<file path="src/rtl/cpu_defs.sv">
// Shared CPU pipeline definitions used by the IF, ID and EX stages.
// Provides the data-path width, the reset PC/IM window base, the IM depth,
// the bubble instruction word and a helper that tests whether a PC falls
// inside the instruction-memory window.
package cpu_defs;

  localparam int unsigned WORD = 32;

  // Reset PC; also the base of the instruction-memory window.
  localparam logic [WORD-1:0] PC_RESET = 32'h0000_3000;

  // Instruction-memory depth in words.
  localparam int unsigned IM_WORDS = 1024;

  // Word loaded into a pipeline register when a bubble is inserted.
  localparam logic [WORD-1:0] NOP = 32'h0000_0000;

  // Window test: (pc - PC_RESET) < 4*IM_WORDS. The subtraction is unsigned
  // and wraps, so PCs below the base land far above the window span.
  function automatic logic in_im_window(input logic [WORD-1:0] pc);
    logic [WORD-1:0] offset;
    logic [WORD-1:0] span;
    offset = pc - PC_RESET;
    span   = WORD'(IM_WORDS) << 2;
    return offset < span;
  endfunction

endpackage

</file>
<file path="src/rtl/if_id_reg.sv">
// IF/ID pipeline register with load / hold / bubble control.
// Ports:
//   clk, reset          rising-edge clock, async active-high reset
//   bubble              replace instr with NOP and clear valid (pc fields hold)
//   load                capture the nxt_* fields (ignored while bubble)
//   nxt_instr/pc/pc8    incoming fields
//   nxt_valid           incoming valid flag
//   instr/pc/pc8/valid  registered fields
// With neither bubble nor load asserted every field holds.
module if_id_reg
  import cpu_defs::*;
(
  input  logic            clk,
  input  logic            reset,
  input  logic            bubble,
  input  logic            load,
  input  logic [WORD-1:0] nxt_instr,
  input  logic [WORD-1:0] nxt_pc,
  input  logic [WORD-1:0] nxt_pc8,
  input  logic            nxt_valid,
  output logic [WORD-1:0] instr,
  output logic [WORD-1:0] pc,
  output logic [WORD-1:0] pc8,
  output logic            valid
);

  logic [WORD-1:0] instr_q;
  logic [WORD-1:0] pc_q;
  logic [WORD-1:0] pc8_q;
  logic            valid_q;

  always_ff @(posedge clk or posedge reset) begin
    if (reset) begin
      instr_q <= NOP;
      pc_q    <= '0;
      pc8_q   <= '0;
      valid_q <= 1'b0;
    end else if (bubble) begin
      instr_q <= NOP;
      valid_q <= 1'b0;
    end else if (load) begin
      instr_q <= nxt_instr;
      pc_q    <= nxt_pc;
      pc8_q   <= nxt_pc8;
      valid_q <= nxt_valid;
    end
  end

  assign instr = instr_q;
  assign pc    = pc_q;
  assign pc8   = pc8_q;
  assign valid = valid_q;

endmodule

</file>
<file path="src/rtl/if_stage.sv">
// Instruction-fetch stage of the 5-stage MIPS pipeline.
// Owns the PC, drives the IM address and captures the returned word into
// IF/ID. Redirects keep delay-slot semantics: the word fetched in the
// redirect cycle still enters IF/ID.
// Ports:
//   clk, reset          rising-edge clock, async active-high reset
//   stall               hold PC and IF/ID (redirect ignored while set)
//   flush               bubble IF/ID on the next edge (overrides stall)
//   redirect            ID resolved a taken branch / jump
//   redirect_pc         redirect target (low two bits dropped)
//   im_instr            IM word for im_pc (combinational read)
//   im_pc               current PC
//   id_instr/pc/pc8     IF/ID fields (pc8 = link value)
//   id_valid            IF/ID holds a real instruction
//   fetch_err           sticky misaligned-redirect / out-of-window flag
//   fetch_count         instructions accepted into IF/ID
module if_stage
  import cpu_defs::*;
(
  input  logic            clk,
  input  logic            reset,
  input  logic            stall,
  input  logic            flush,
  input  logic            redirect,
  input  logic [WORD-1:0] redirect_pc,
  input  logic [WORD-1:0] im_instr,
  output logic [WORD-1:0] im_pc,
  output logic [WORD-1:0] id_instr,
  output logic [WORD-1:0] id_pc,
  output logic [WORD-1:0] id_pc8,
  output logic            id_valid,
  output logic            fetch_err,
  output logic [WORD-1:0] fetch_count
);

  logic [WORD-1:0] pc_q, pc_d;
  logic            err_q, err_d;
  logic [WORD-1:0] cnt_q, cnt_d;

  logic            in_window;
  logic            ifid_load;
  logic            redirect_take;
  logic [WORD-1:0] ifid_instr;

  assign in_window     = in_im_window(pc_q);
  assign redirect_take = redirect & ~stall;
  // Flush wins over stall inside if_id_reg; load only matters when not flushing.
  assign ifid_load     = ~stall & ~flush;
  assign ifid_instr    = in_window ? im_instr : NOP;

  always_comb begin
    pc_d  = pc_q;
    err_d = err_q;
    cnt_d = cnt_q;

    if (!stall) begin
      if (redirect) pc_d = {redirect_pc[WORD-1:2], 2'b00};
      else          pc_d = pc_q + 32'd4;
    end

    if (redirect_take && (redirect_pc[1:0] != 2'b00)) err_d = 1'b1;
    if (ifid_load && !in_window)                      err_d = 1'b1;

    if (ifid_load && in_window) cnt_d = cnt_q + 32'd1;
  end

  always_ff @(posedge clk or posedge reset) begin
    if (reset) begin
      pc_q  <= PC_RESET;
      err_q <= 1'b0;
      cnt_q <= '0;
    end else begin
      pc_q  <= pc_d;
      err_q <= err_d;
      cnt_q <= cnt_d;
    end
  end

  if_id_reg u_if_id_reg (
    .clk       (clk),
    .reset     (reset),
    .bubble    (flush),
    .load      (~stall),
    .nxt_instr (ifid_instr),
    .nxt_pc    (pc_q),
    .nxt_pc8   (pc_q + 32'd8),
    .nxt_valid (in_window),
    .instr     (id_instr),
    .pc        (id_pc),
    .pc8       (id_pc8),
    .valid     (id_valid)
  );

  assign im_pc       = pc_q;
  assign fetch_err   = err_q;
  assign fetch_count = cnt_q;

endmodule
</file>
<file path="config.mk">
export PLATFORM = sky130hd
export DESIGN_NAME = if_stage
export DESIGN_NICKNAME = d
export VERILOG_FILES = /design/src/rtl/cpu_defs.sv /design/src/rtl/if_id_reg.sv /design/src/rtl/if_stage.sv
export SDC_FILE = /design/constraint.sdc
export NUM_CORES = 1
export LEC_CHECK = 0
export BUFFER_PORTS_ARGS = -buffer_cell sky130_fd_sc_hd__buf_2
export CORE_ASPECT_RATIO = 0.5
export CORE_UTILIZATION = 54
export CTS_BUF_LIST = sky130_fd_sc_hd__clkbuf_8
export CTS_CLUSTER_SIZE = 8
export DETAILED_ROUTE_END_ITERATION = 10
export PLACE_DENSITY_LB_ADDON = 0.12
export SETUP_SLACK_MARGIN = 0.15
export SLEW_MARGIN = 20
export SYNTH_ARGS = -nofsm -noshare
export SYNTH_HDL_FRONTEND = slang
export SYNTH_HIERARCHICAL = 1
export SYNTH_SLANG_ARGS = --single-unit
</file>
<file path="constraint.sdc">
create_clock -name clk -period 3.2 [get_ports clk]
set_input_delay 0.16 -clock clk [delete_from_list [all_inputs] [get_ports clk]]
set_output_delay 0.16 -clock clk [all_outputs]
set_load 0.05 [all_outputs]
</file>
### Word level (Yosys, flattened, before mapping)

Index checks and enable logic that the tools add are counted.

| operators by class | value |
|---|---|
| add/subtract/negate cells | 4 |
| magnitude comparators | 1 |
| equal/unequal tests | 1 |
| muxes and demuxes | 8 |
| bitwise operators | 4 |
| reduce and logical (&&, ||, !) cells | 7 |

Operator list:

| kind | count |
|---|---|
| 32-bit two-way mux | 4 |
| 32-bit by 1-bit adder with 32-bit output, second input constant | 1 |
| 32-bit by 3-bit adder with 32-bit output, second input constant | 1 |
| 32-bit by 4-bit adder with 32-bit output, second input constant | 1 |
| 32-bit by 13-bit < comparator with 1-bit output, second input constant | 1 |
| 32-bit by 14-bit subtractor with 32-bit output, second input constant | 1 |
| 1-bit two-way mux | 4 |
| 2-bit nonzero test | 2 |
| 1-bit logical AND | 3 |
| 1-bit AND | 2 |
| 2-bit by 1-bit != test with 1-bit output, second input constant | 1 |
| 1-bit inverter | 2 |
| 2-bit AND reduction | 1 |
| 1-bit zero test | 1 |

| word-level totals | value |
|---|---|
| register bits after elaboration | 162 |
| bits of input ports | 69 |
| output and inout bits | 162 |
| word-level logic and storage cells | 32 |

### Longest topological paths before layout

Gate-level depths: netlist (run 1).

| logic depth | value |
|---|---|
| depth after elaboration | 5 |
| gate-level depth with buffers | 9 |
| gate-level depth less buffers | 6 |

### Hierarchy

Netlist (run 1), hierarchy kept.

Modules (own cells, without submodules):

| module | times used | cells an instance | area each (sq um) | seq. area each (sq um) |
|---|---|---|---|---|
| if_stage | 1 | 501 | 4229.1 | 1579.0 |
| if_id_reg | 1 | 244 | 4022.6 | 2427.3 |

### Least setup slack after synthesis (run 1)

Ideal clock, no wire load.

| path | value |
|---|---|
| path type | reg-to-reg |
| start point | register pc_q[7], in the netlist im_pc[7] |
| end point | register u_if_id_reg.pc8_q[31], in the netlist u_if_id_reg/pc8[31] |
| setup time | 125 ps |
| arrival | 2549 ps |
| required time | 3075 ps |
| path slack | 526 ps |
| cell stages (with the launch flop) | 7 |
| path buffers | 1 |
| clock period less this slack | 2674 ps |
| path through | dfrtp_1 -> buf_2 -> nand4_2 -> or4_4 -> or4b_1 -> xnor2_1 -> mux2_4 |

| on the way | value |
|---|---|
| cells in the longest elaborated chain, start to end | 1 |

RTL lines:

| what | line | source |
|---|---|---|
| from (decl) | if_stage.sv:36 | `logic [WORD-1:0] pc_q, pc_d;` |
| from (signal assigned) | if_stage.sv:73 | `pc_q <= pc_d;` |
| 32-bit by 4-bit adder with 32-bit output | if_stage.sv:86 | `.nxt_pc8 (pc_q + 32'd8),` |
| to (signal assigned) | if_id_reg.sv:44 | `pc8_q <= nxt_pc8;` |
| to (decl) | if_id_reg.sv:29 | `logic [WORD-1:0] pc8_q;` |

Every way passes these cells.
A chain may end at the register's enable or synchronous reset.

### Final worst setup path (run 1)

| path | value |
|---|---|
| start point | register pc_q[6], in the netlist im_pc[6] |
| end point | register pc_q[25], in the netlist im_pc[25] |

| on the way | value |
|---|---|
| cells in the longest elaborated chain, start to end | 2 |

RTL lines:

| what | line | source |
|---|---|---|
| 32-bit by 3-bit adder with 32-bit output | if_stage.sv:58 | `else pc_d = pc_q + 32'd4;` |
| 32-bit two-way mux | if_stage.sv:57 | `if (redirect) pc_d = {redirect_pc[WORD-1:2], 2'b00};` |

Every way passes these cells.

==> flow_metrics.env, run 1 <==
export IMPL_finalCriticalPeriod_ns=2.69
export IMPL_ys_seq_elements=160
export IMPL_switching_power_mw=2.45
export IMPL_numCtsBuffers=17
export IMPL_pwr_share_seq_pct=41.8
export IMPL_antenna_found_initial=1
export IMPL_dr_first_iter_drc_count=448
export IMPL_fp_row_count=31
export IMPL_initial_core_util_pct=56.1
export IMPL_design_area_um2=9980
export IMPL_clk_root_buffer_cell="clkbuf_8"
export IMPL_p_clk_share_pct=26.3
export IMPL_grt_pass1_wl_um=32600
export IMPL_cp_slowest_cell="nor4_1"
export IMPL_drive_gt1_share_pct=36.1
export IMPL_ys_seq_area_share_pct=48.6
export IMPL_cp_required_ns=3.55
export IMPL_grt_overflow_total=0
export IMPL_grt_pass1_vias=6311
export IMPL_comb_power_share_pct=31.9
export IMPL_setup_viol=0
export IMPL_route_met2_wl_um=9340
export IMPL_async_flop_share_pct=100
export IMPL_detail_route_wl_per_cell_um=17.6
export IMPL_drv_slew=0
export IMPL_fin_nets=1037
export IMPL_track_usage_pct=26.8
export IMPL_wl_um=20700
export IMPL_synth_largest_area_cell="dfrtp_1"
export IMPL_io_pins=231
export IMPL_clockBufferDepth=2
export IMPL_vdd_ir_drop_max_mv=0.279
export IMPL_cp_data_arrival_time_ns=3.04
export IMPL_top_layer="met4"
export IMPL_end_kind="register"
export IMPL_synth_cell_area_um2=8250
export IMPL_drc=0
export IMPL_finalHoldViolations=0
export IMPL_detailed_place_hpwl_um=14400
export IMPL_synth_common_cells="158 x dfrtp_1, 74 x nor2_1, 60 x mux2_4, 47 x xnor2_1"
export IMPL_syn_avg_cell_area_um2=11.1
export IMPL_synthFlopType="dfrtp_1"
export IMPL_worst_pin_slew_ns=0.990
export IMPL_antenna_left=0
export IMPL_yosysUniqueCellTypes=59
export IMPL_drv_cap=0
export IMPL_gp_congestion=0.888
export IMPL_met1_length_um=9310
export IMPL_p_per_area_nw_per_um2=610
export IMPL_ys_top_cells_by_area="dfrtp_1 48%, mux2_4 11%, xnor2_1 5.0%, mux2i_1 4.1%, nor2_1 3.4%"
export IMPL_max_freq_mhz=371
export IMPL_area_delta_synth_final_pct=21.0
export IMPL_synth_edf_count=0
export IMPL_fillCellCount=1180
export IMPL_core_area_um2=14700
export IMPL_dr_pass1_iters=5
export IMPL_cts_max_level=4
export IMPL_p_int_mw=3.64
export IMPL_setup_tns_ns=0
export IMPL_vias_per_cell=5.52
export IMPL_insertion_delay_ns=0.46
export IMPL_post_cts_setup_buffers=0
export IMPL_port_buffers=228
export IMPL_leakage_nw=4.90
export IMPL_swShare_pct=40.2
export IMPL_synthCells=745
export IMPL_ctsResizeCount=0
export IMPL_slowest_delay_ns=0.76
export IMPL_vias=6495
export IMPL_finalClockSkew_ns=0.0154
export IMPL_die_w_um=177
export IMPL_hp_class="primary input to register"
export IMPL_cts_tree="built"
export IMPL_cp_start_kind="register"
export IMPL_grt_max_degree=63
export IMPL_max_slew_margin_rel_pct=34.0
export IMPL_clk_pin_slew_worst_paths_ns=0.09
export IMPL_diodes=0
export IMPL_rsz0062_at_grt="no"
export IMPL_wl_met3_um=1730
export IMPL_yosysWarnings=6
export IMPL_crit_type="register to register"
export IMPL_finalCritPeriodShare_pct=84.2
export IMPL_path_cells="nand4_2 > or4_4 > nor4_1 > a41oi_1 > o31a_1"
export IMPL_clock_sinks=160
export IMPL_die_y_um=89.4
export IMPL_hold_buffers=13
export IMPL_die_area_um2=15800
export IMPL_netlist_area_leader_share_pct=47.9
export IMPL_status="completed"
export IMPL_synth_most_common_cell="dfrtp_1"
export IMPL_cp_max_fo=14
export IMPL_dpl_instance_area_um2=9420
-- per-layer routing --
| metal | vias up | GRT usage [%] |
|---|---|---|
| met5 | - | 0 |
| met2 | 272 | 40.6 |
| met4 | 0 | 10.1 |
| li1 | 3070 | - |
| met1 | 3120 | 36.5 |
| met3 | 33 | 8.16 |
-- worst max-delay path: cells and delay by family (launching register included) --
family          cells  cell delay (ns)
simple gates        3             1.66
flops               1             0.59
compound gates      2             0.34
-- final cells by class --
class	count	area (um2)	share of cell area (%)
Timing Repair Buffer	252	1380	13.8
Clock inverter	13	168	1.68
Inverter	10	41.3	0.414
Multi-Input combinational cell	524	3880	38.9
Clock buffer	19	262	2.62
Tap cell	198	248	2.48
Sequential cell	160	4010	40.1
-- cells in the final DEF (no fill, tap or decap), types with 5 or more instances in the layout --
| cell type | Yosys | final |
|---|---|---|
| inv_8 | 0 | 5 |
| nor2_1 | 74 | 74 |
| xor2_1 | 11 | 11 |
| and3_1 | 17 | 17 |
| nor4_1 | 14 | 13 |
| o21ai_0 | 21 | 21 |
| xnor2_1 | 47 | 47 |
| nor3_1 | 21 | 20 |
| a21oi_1 | 10 | 10 |
| nand2_1 | 37 | 37 |
| o22ai_1 | 12 | 12 |
| nand3_1 | 32 | 32 |
| nand4_1 | 19 | 19 |
| mux2_2 | 6 | 6 |
| inv_1 | 10 | 7 |
| dlygate4sd3_1 | 0 | 13 |
| conb_1 | 1 | 6 |
| clkbuf_8 | 0 | 19 |
| and4_1 | 6 | 6 |
| dfrtp_1 | 158 | 158 |
| buf_4 | 3 | 9 |
| and2_1 | 37 | 37 |
| mux2_4 | 60 | 60 |
| nand3b_1 | 5 | 5 |
| a211oi_1 | 5 | 5 |
| mux2i_1 | 34 | 34 |
| buf_2 | 9 | 228 |
| a311oi_1 | 6 | 6 |
| a22oi_1 | 5 | 5 |
-- cells by family after synthesis --
kind of cell               after synthesis  share of synthesized area, %
muxes                                  100                          15.9
other                                    1                        0.0454
DFF                                    160                          48.6
adders and majority gates                3                         0.455
xor gates and xnor gates                58                          6.16
and+or+nand+nor                        279                          17.8
buffers and inverters                   66                          4.78
AOI/OAI and AO/OA                       78                          6.35
-- sequential cells by signal, indices dropped and copies added (netlist names) --
| name | cells |
|---|---|
| fetch_count | 32 |
| fetch_err | 1 |
| im_pc | 30 |
| u_if_id_reg/instr | 32 |
| u_if_id_reg/pc | 32 |
| u_if_id_reg/pc8 | 32 |
| u_if_id_reg/valid | 1 |
-- power groups by stage --
| stage | registers (mW) | clock network (mW) | logic [mW] |
|---|---|---|---|
| 3_5_place_dp | 2.58 | 0 | 1.93 |
| 3_3_place_gp | 2.57 | 0 | 1.92 |
| 2_1_floorplan | 3.39 | 0 | 0.651 |
| 4_1_cts | 2.55 | 1.64 | 1.95 |
| 5_1_grt | 2.59 | 1.73 | 2.04 |
| 6_report | 2.55 | 1.60 | 1.94 |
-- stage by stage --
step	instances	hold WS (ns)	total power, mW	worst slack, ns	util (%)
after floorplan	750	0.290	4.04	0.506	-
after global placement	1131	0.371	4.49	0.706	64.1
after detailed placement	1131	0.379	4.51	0.601	64.1
after CTS	1176	0.00136	6.13	0.556	67.9
after global routing	1176	0.0218	6.37	0.372	67.9
final	1176	0.0206	6.09	0.505	67.9
-- worst paths after layout --
path	from	slack (ns)	to	depth (start not counted)
setup reg to reg	im_pc[6]	0.51	im_pc[25]	5
max in group asynchronous	reset	1.93	u_if_id_reg/instr[17]	4
hold reg to reg	fetch_err	0.46	fetch_err	1
hold / removal	redirect_pc[10]	0.02	im_pc[10]	3
setup / recovery	im_pc[6]	0.51	im_pc[25]	5
min in group asynchronous	reset	0.44	u_if_id_reg/pc8[23]	3
No activity file was read; power rests on OpenSTA's default activity.
==> run 2: changes to the inputs <==
==> constraint.sdc (replaced) <==
create_clock -name clk -period 2.7 [get_ports clk]
set_input_delay 0.135 -clock clk [delete_from_list [all_inputs] [get_ports clk]]
set_output_delay 0.135 -clock clk [all_outputs]
set_load 0.05 [all_outputs]
==> flow_metrics.env, run 2 (same netlist as run 1, synthesis figures left out) <==
export IMPL_gp_congestion=0.822
export IMPL_insertion_delay_ns=0.45
export IMPL_dr_pass1_iters=5
export IMPL_fin_nets=1069
export IMPL_numCtsBuffers=17
export IMPL_p_per_area_nw_per_um2=715
export IMPL_max_slew_margin_rel_pct=53.6
export IMPL_comb_power_share_pct=33.0
export IMPL_cp_data_arrival_time_ns=2.77
export IMPL_drive_gt1_share_pct=37.3
export IMPL_leakage_nw=5.05
export IMPL_fillCellCount=1119
export IMPL_final_cell_mix="228 x buf_2, 156 x dfrtp_1, 74 x nor2_1, 60 x mux2_4, 47 x xnor2_1"
export IMPL_cp_start_kind="register"
export IMPL_initial_core_util_pct=56.1
export IMPL_detailed_place_hpwl_um=15100
export IMPL_finalCritPeriodShare_pct=90.5
export IMPL_design_area_um2=10300
export IMPL_r2r_start="im_pc[13]"
export IMPL_swShare_pct=38.8
export IMPL_hp_class="primary input to register"
export IMPL_grt_pass1_wl_um=33500
export IMPL_vdd_ir_drop_max_mv=0.297
export IMPL_finalClockSkew_ns=0.0141
export IMPL_drv_slew=0
export IMPL_crit_type="register to register"
export IMPL_worst_pin_slew_ns=0.695
export IMPL_diodes=0
export IMPL_die_area_um2=15800
export IMPL_grt_overflow_total=0
export IMPL_antenna_left=0
export IMPL_drc=0
export IMPL_multi_input_area_um2=3880
export IMPL_crit_buf_inv=0
export IMPL_hold_slack_ns=0.0277
export IMPL_setup_viol=0
export IMPL_cts_tree="built"
export IMPL_end_kind="register"
export IMPL_port_buffers=228
export IMPL_cp_required_ns=3.03
export IMPL_p_int_mw=4.49
export IMPL_worstHoldStart="redirect_pc[14]"
export IMPL_clock_sinks=160
export IMPL_fp_row_count=31
export IMPL_setup_tns_ns=0
export IMPL_seq_area_um2=4010
export IMPL_vias_per_cell=5.58
export IMPL_switching_power_mw=2.85
export IMPL_max_freq_mhz=409
export IMPL_grt_max_degree=57
export IMPL_p_clk_share_pct=26.5
export IMPL_crit_family="simple AND/OR/NAND/NOR gates"
export IMPL_cp_slowest_cell="dfstp_2"
export IMPL_post_place_ws_ns=0.270
export IMPL_crit_start="im_pc[13]"
export IMPL_drv_cap=0
export IMPL_pwr_share_seq_pct=40.5
export IMPL_clk_pin_slew_worst_paths_ns=0.08
export IMPL_cp_max_fo=12
export IMPL_setup_ws_ns=0.257
export IMPL_detail_route_wl_per_cell_um=17.9
export IMPL_clk_root_buffer_cell="clkbuf_8"
export IMPL_layout_commonest_cell="buf_2"
export IMPL_track_usage_pct=27.7
export IMPL_place_inst=1152
export IMPL_finalCriticalPeriod_ns=2.44
export IMPL_fin_cells=1207
export IMPL_core_area_um2=14700
export IMPL_grt_pass1_vias=6382
export IMPL_rsz0062_at_grt="no"
export IMPL_status="completed"
export IMPL_antenna_found_initial=0
export IMPL_dpl_instance_area_um2=9610
export IMPL_io_pins=231
export IMPL_area_delta_synth_final_pct=24.5
export IMPL_dr_first_iter_drc_count=429
export IMPL_die_w_um=177
export IMPL_vias=6731
export IMPL_wl_um=21600
export IMPL_cts_max_level=4
export IMPL_die_y_um=89.4
export IMPL_finalHoldViolations=0
export IMPL_slowest_delay_ns=0.63
export IMPL_clockBufferDepth=2
export IMPL_path_cells="nand4_2 > or4_4 > or4b_1 > xnor2_1 > mux2_4"
## run 2: changes by cell type in the layout (fill, tap and decap cells not counted), sizes merged
cell,change
buf,+24
bufinv,+2
clkbuf,-1
clkinv,-2
clkinvlp,+2
dlygate4sd3,+8
inv,-2
## run 2: area by class of cell
| class | instances | share of cell area (%) |
|---|---|---|
| clock inverters | 13 | 1.81 |
| flip-flops and latches | 160 | 39.0 |
| multi-input cells | 524 | 37.8 |
| repair buffers | 284 | 16.2 |
| inverters | 10 | 0.402 |
| well taps | 198 | 2.41 |
| clock buffers | 18 | 2.41 |
## run 2: worst paths after layout
| path | to | slack, ns | cells after the start |
|---|---|---|---|
| hold reg to reg | fetch_err | 0.47 | 1 |
| min in group asynchronous | u_if_id_reg/pc[27] | 0.31 | 3 |
| setup / recovery | u_if_id_reg/pc8[31] | 0.26 | 5 |
| hold / removal | im_pc[14] | 0.03 | 3 |
| max in group asynchronous | im_pc[13] | 1.60 | 4 |
| setup reg to reg | u_if_id_reg/pc8[31] | 0.26 | 5 |
## run 2: timing repair
| action | 4_1_cts | 5_1_grt |
|---|---|---|
| setup endpoints to repair | 0 | 1 |
| setup buffers | 0 | 3 |
| endpoints found under the hold margin | 72 | 0 |
| hold buffers | 21 | 0 |
| gates resized for setup | 0 | 1 |
## run 2: metrics by stage
stage | total power [mW] | util [%]
4_1_cts | 7.36 | 69.8
3_5_place_dp | 5.40 | 65.4
5_1_grt | 7.65 | 69.9
6_report | 7.34 | 69.9
2_1_floorplan | 4.79 | -
3_3_place_gp | 5.36 | 65.4
## run 2: power by group through the flow
stage / Sequential [mW] / Clock [mW] / Combinational [mW]
finish: 2.98 / 1.95 / 2.42
global route: 3.02 / 2.09 / 2.55
CTS: 2.97 / 1.98 / 2.41
detailed placement: 3.01 / 0 / 2.39
global placement: 3.00 / 0 / 2.36
floorplan: 4.02 / 0 / 0.775
## run 2: routing by layer
layer,routed length (um),GRT usage (%),up-vias
li1,-,-,3141
met1,9610,37.7,3278
met2,9980,44.4,291
met3,1820,7.06,21
met4,215,8.31,0
met5,0,0,-
## run 2: worst min-delay path: stages
cell and delay (ns):
buf_2 0.11, o22ai_1 0.11, nor3_1 0.07
==> run 3: changes to the inputs <==
--- a/config.mk
+++ b/config.mk
@@ -7,8 +7,9 @@
 export LEC_CHECK = 0
 export BUFFER_PORTS_ARGS = -buffer_cell sky130_fd_sc_hd__buf_2
 export CORE_ASPECT_RATIO = 0.5
+export CORE_MARGIN = 4
 export CORE_UTILIZATION = 54
-export CTS_BUF_LIST = sky130_fd_sc_hd__clkbuf_8
+export CTS_BUF_LIST = sky130_fd_sc_hd__clkbuf_4 sky130_fd_sc_hd__clkbuf_8
 export CTS_CLUSTER_SIZE = 8
 export DETAILED_ROUTE_END_ITERATION = 10
 export PLACE_DENSITY_LB_ADDON = 0.12
==> constraint.sdc (replaced) <==
create_clock -name clk -period 2.8 [get_ports clk]
set_input_delay 0.14 -clock clk [delete_from_list [all_inputs] [get_ports clk]]
set_output_delay 0.14 -clock clk [all_outputs]
set_load 0.05 [all_outputs]
==> flow_metrics.env, run 3 (same netlist as run 1, synthesis figures left out) <==
export IMPL_drive_gt1_share_pct=36.6
export IMPL_drc=0
export IMPL_drv_cap=0
export IMPL_setup_viol=0
export IMPL_clk_root_buffer_cell="clkbuf_8"
export IMPL_finalClockSkew_ns=0.0129
export IMPL_r2r_start="im_pc[8]"
export IMPL_hp_class="primary input to register"
export IMPL_drv_slew=0
export IMPL_track_usage_pct=25.6
export IMPL_path_cells="nand4_2 > or4_4 > or4b_1 > xnor2_1 > mux2_4"
export IMPL_hold_slack_ns=0.0133
export IMPL_insertion_delay_ns=0.45
export IMPL_port_buffers=228
export IMPL_dr_first_iter_drc_count=438
export IMPL_vias=6645
export IMPL_cp_start_kind="register"
export IMPL_p_per_area_nw_per_um2=676
export IMPL_clock_sinks=160
export IMPL_dpl_instance_area_um2=9520
export IMPL_finalCritPeriodShare_pct=87.7
export IMPL_antenna_left=0
export IMPL_design_area_um2=10000
export IMPL_setup_tns_ns=0
export IMPL_gp_congestion=0.896
export IMPL_post_cts_setup_buffers=0
export IMPL_cts_tree="built"
export IMPL_vdd_ir_drop_max_mv=0.276
export IMPL_area_delta_synth_final_pct=21.8
export IMPL_numCtsBuffers=17
export IMPL_detailed_place_hpwl_um=15800
export IMPL_die_w_um=183
export IMPL_crit_buf_inv=0
export IMPL_finalCriticalPeriod_ns=2.45
export IMPL_crit_family="simple AND/OR/NAND/NOR gates"
export IMPL_final_cell_mix="228 x buf_2, 157 x dfrtp_1, 74 x nor2_1, 60 x mux2_4, 47 x xnor2_1"
export IMPL_worst_pin_slew_ns=0.955
export IMPL_cp_max_fo=12
export IMPL_vias_per_cell=5.59
export IMPL_end_kind="register"
export IMPL_initial_core_util_pct=56.1
export IMPL_crit_end="u_if_id_reg/pc8[31]"
export IMPL_rrSetupSlack_ns=0.35
export IMPL_cp_data_arrival_time_ns=2.79
export IMPL_die_y_um=95.4
export IMPL_finalHoldViolations=0
export IMPL_grt_pass1_wl_um=35200
export IMPL_cts_max_level=4
export IMPL_io_pins=231
export IMPL_clk_pin_slew_worst_paths_ns=0.10
export IMPL_cp_required_ns=3.14
export IMPL_r2r_end="u_if_id_reg/pc8[31]"
export IMPL_die_area_um2=17400
export IMPL_path_depth=5
export IMPL_rsz0062_at_grt="no"
export IMPL_fin_nets=1049
export IMPL_status="completed"
export IMPL_max_freq_mhz=407
export IMPL_max_slew_margin_rel_pct=36.2
export IMPL_core_area_um2=14700
export IMPL_cp_slowest_cell="or4_4"
export IMPL_dr_pass1_iters=5
export IMPL_wl_um=22000
export IMPL_grt_max_degree=51
export IMPL_grt_pass1_vias=6632
export IMPL_clockBufferDepth=2
export IMPL_r2r_cells=5
export IMPL_fp_row_count=31
export IMPL_antenna_found_initial=2
export IMPL_detail_route_wl_per_cell_um=18.6
export IMPL_slowest_delay_ns=0.67
export IMPL_leakage_nw=4.92
export IMPL_layout_commonest_cell="buf_2"
export IMPL_crit_start="im_pc[8]"
export IMPL_crit_type="register to register"
export IMPL_grt_overflow_total=0
## run 3: routing by layer
layer / GRT usage (%) / wire, um / vias to the layer above / part of all wire, %
met2: 39.3 / 9860 / 267 / 45
met4: 9.60 / 509 / 2 / 2.3
met1: 35.6 / 9860 / 3234 / 45
met5: 0 / 19 / - / 0.086
li1: - / - / 3095 / -
met3: 6.63 / 1800 / 47 / 8.1
## run 3: cell type report
class,count,area (um2)
Timing Repair Buffer,264,1500
Inverter,10,41.3
Multi-Input combinational cell,524,3880
Clock buffer,17,234
Clock inverter,14,134
Sequential cell,160,4010
Fill cell,1176,4650
Antenna cell,1,2.50
Tap cell,198,248
## run 3: worst min path at each step
stage | slack (ns) | cells after the start | from | end
finish | 0.01 | 3 | redirect_pc[7] | im_pc[7]
global route | 0.02 | 3 | redirect_pc[27] | im_pc[27]
CTS | 0.002 | 3 | redirect_pc[16] | im_pc[16]
detailed placement | 0.31 | 2 | reset | fetch_count[29]
global placement | 0.32 | 2 | reset | fetch_count[31]
floorplan | 0.27 | 2 | redirect_pc[11] | im_pc[11]
## run 3: through the flow
stage / cells / setup WS, ns / total power, mW / utilization, %
after floorplan: 750 / 0.149 / 4.62 / -
after global placement: 1140 / 0.418 / 5.17 / 64.8
after detailed placement: 1140 / 0.374 / 5.20 / 64.8
after CTS: 1187 / 0.354 / 6.85 / 68.3
after global routing: 1188 / 0.186 / 7.09 / 68.4
final: 1188 / 0.346 / 6.79 / 68.4
## run 3: power breakdown
part | internal (mW) | switching [mW] | leakage [nW]
logic | 0.702 | 1.57 | 2.71
clock network | 0.711 | 0.916 | 0.183
registers | 2.60 | 0.296 | 2.03
total | 4.01 | 2.78 | 4.92
## run 3: worst min-delay path, cell delays in order
cell and delay (ns):
buf_2 0.08, a21oi_1 0.05, o21ai_0 0.15
## run 3: timing repair
action	in CTS	in global routing
gates resized for setup	0	0
hold buffers	16	0
endpoints found under the hold margin	84	0
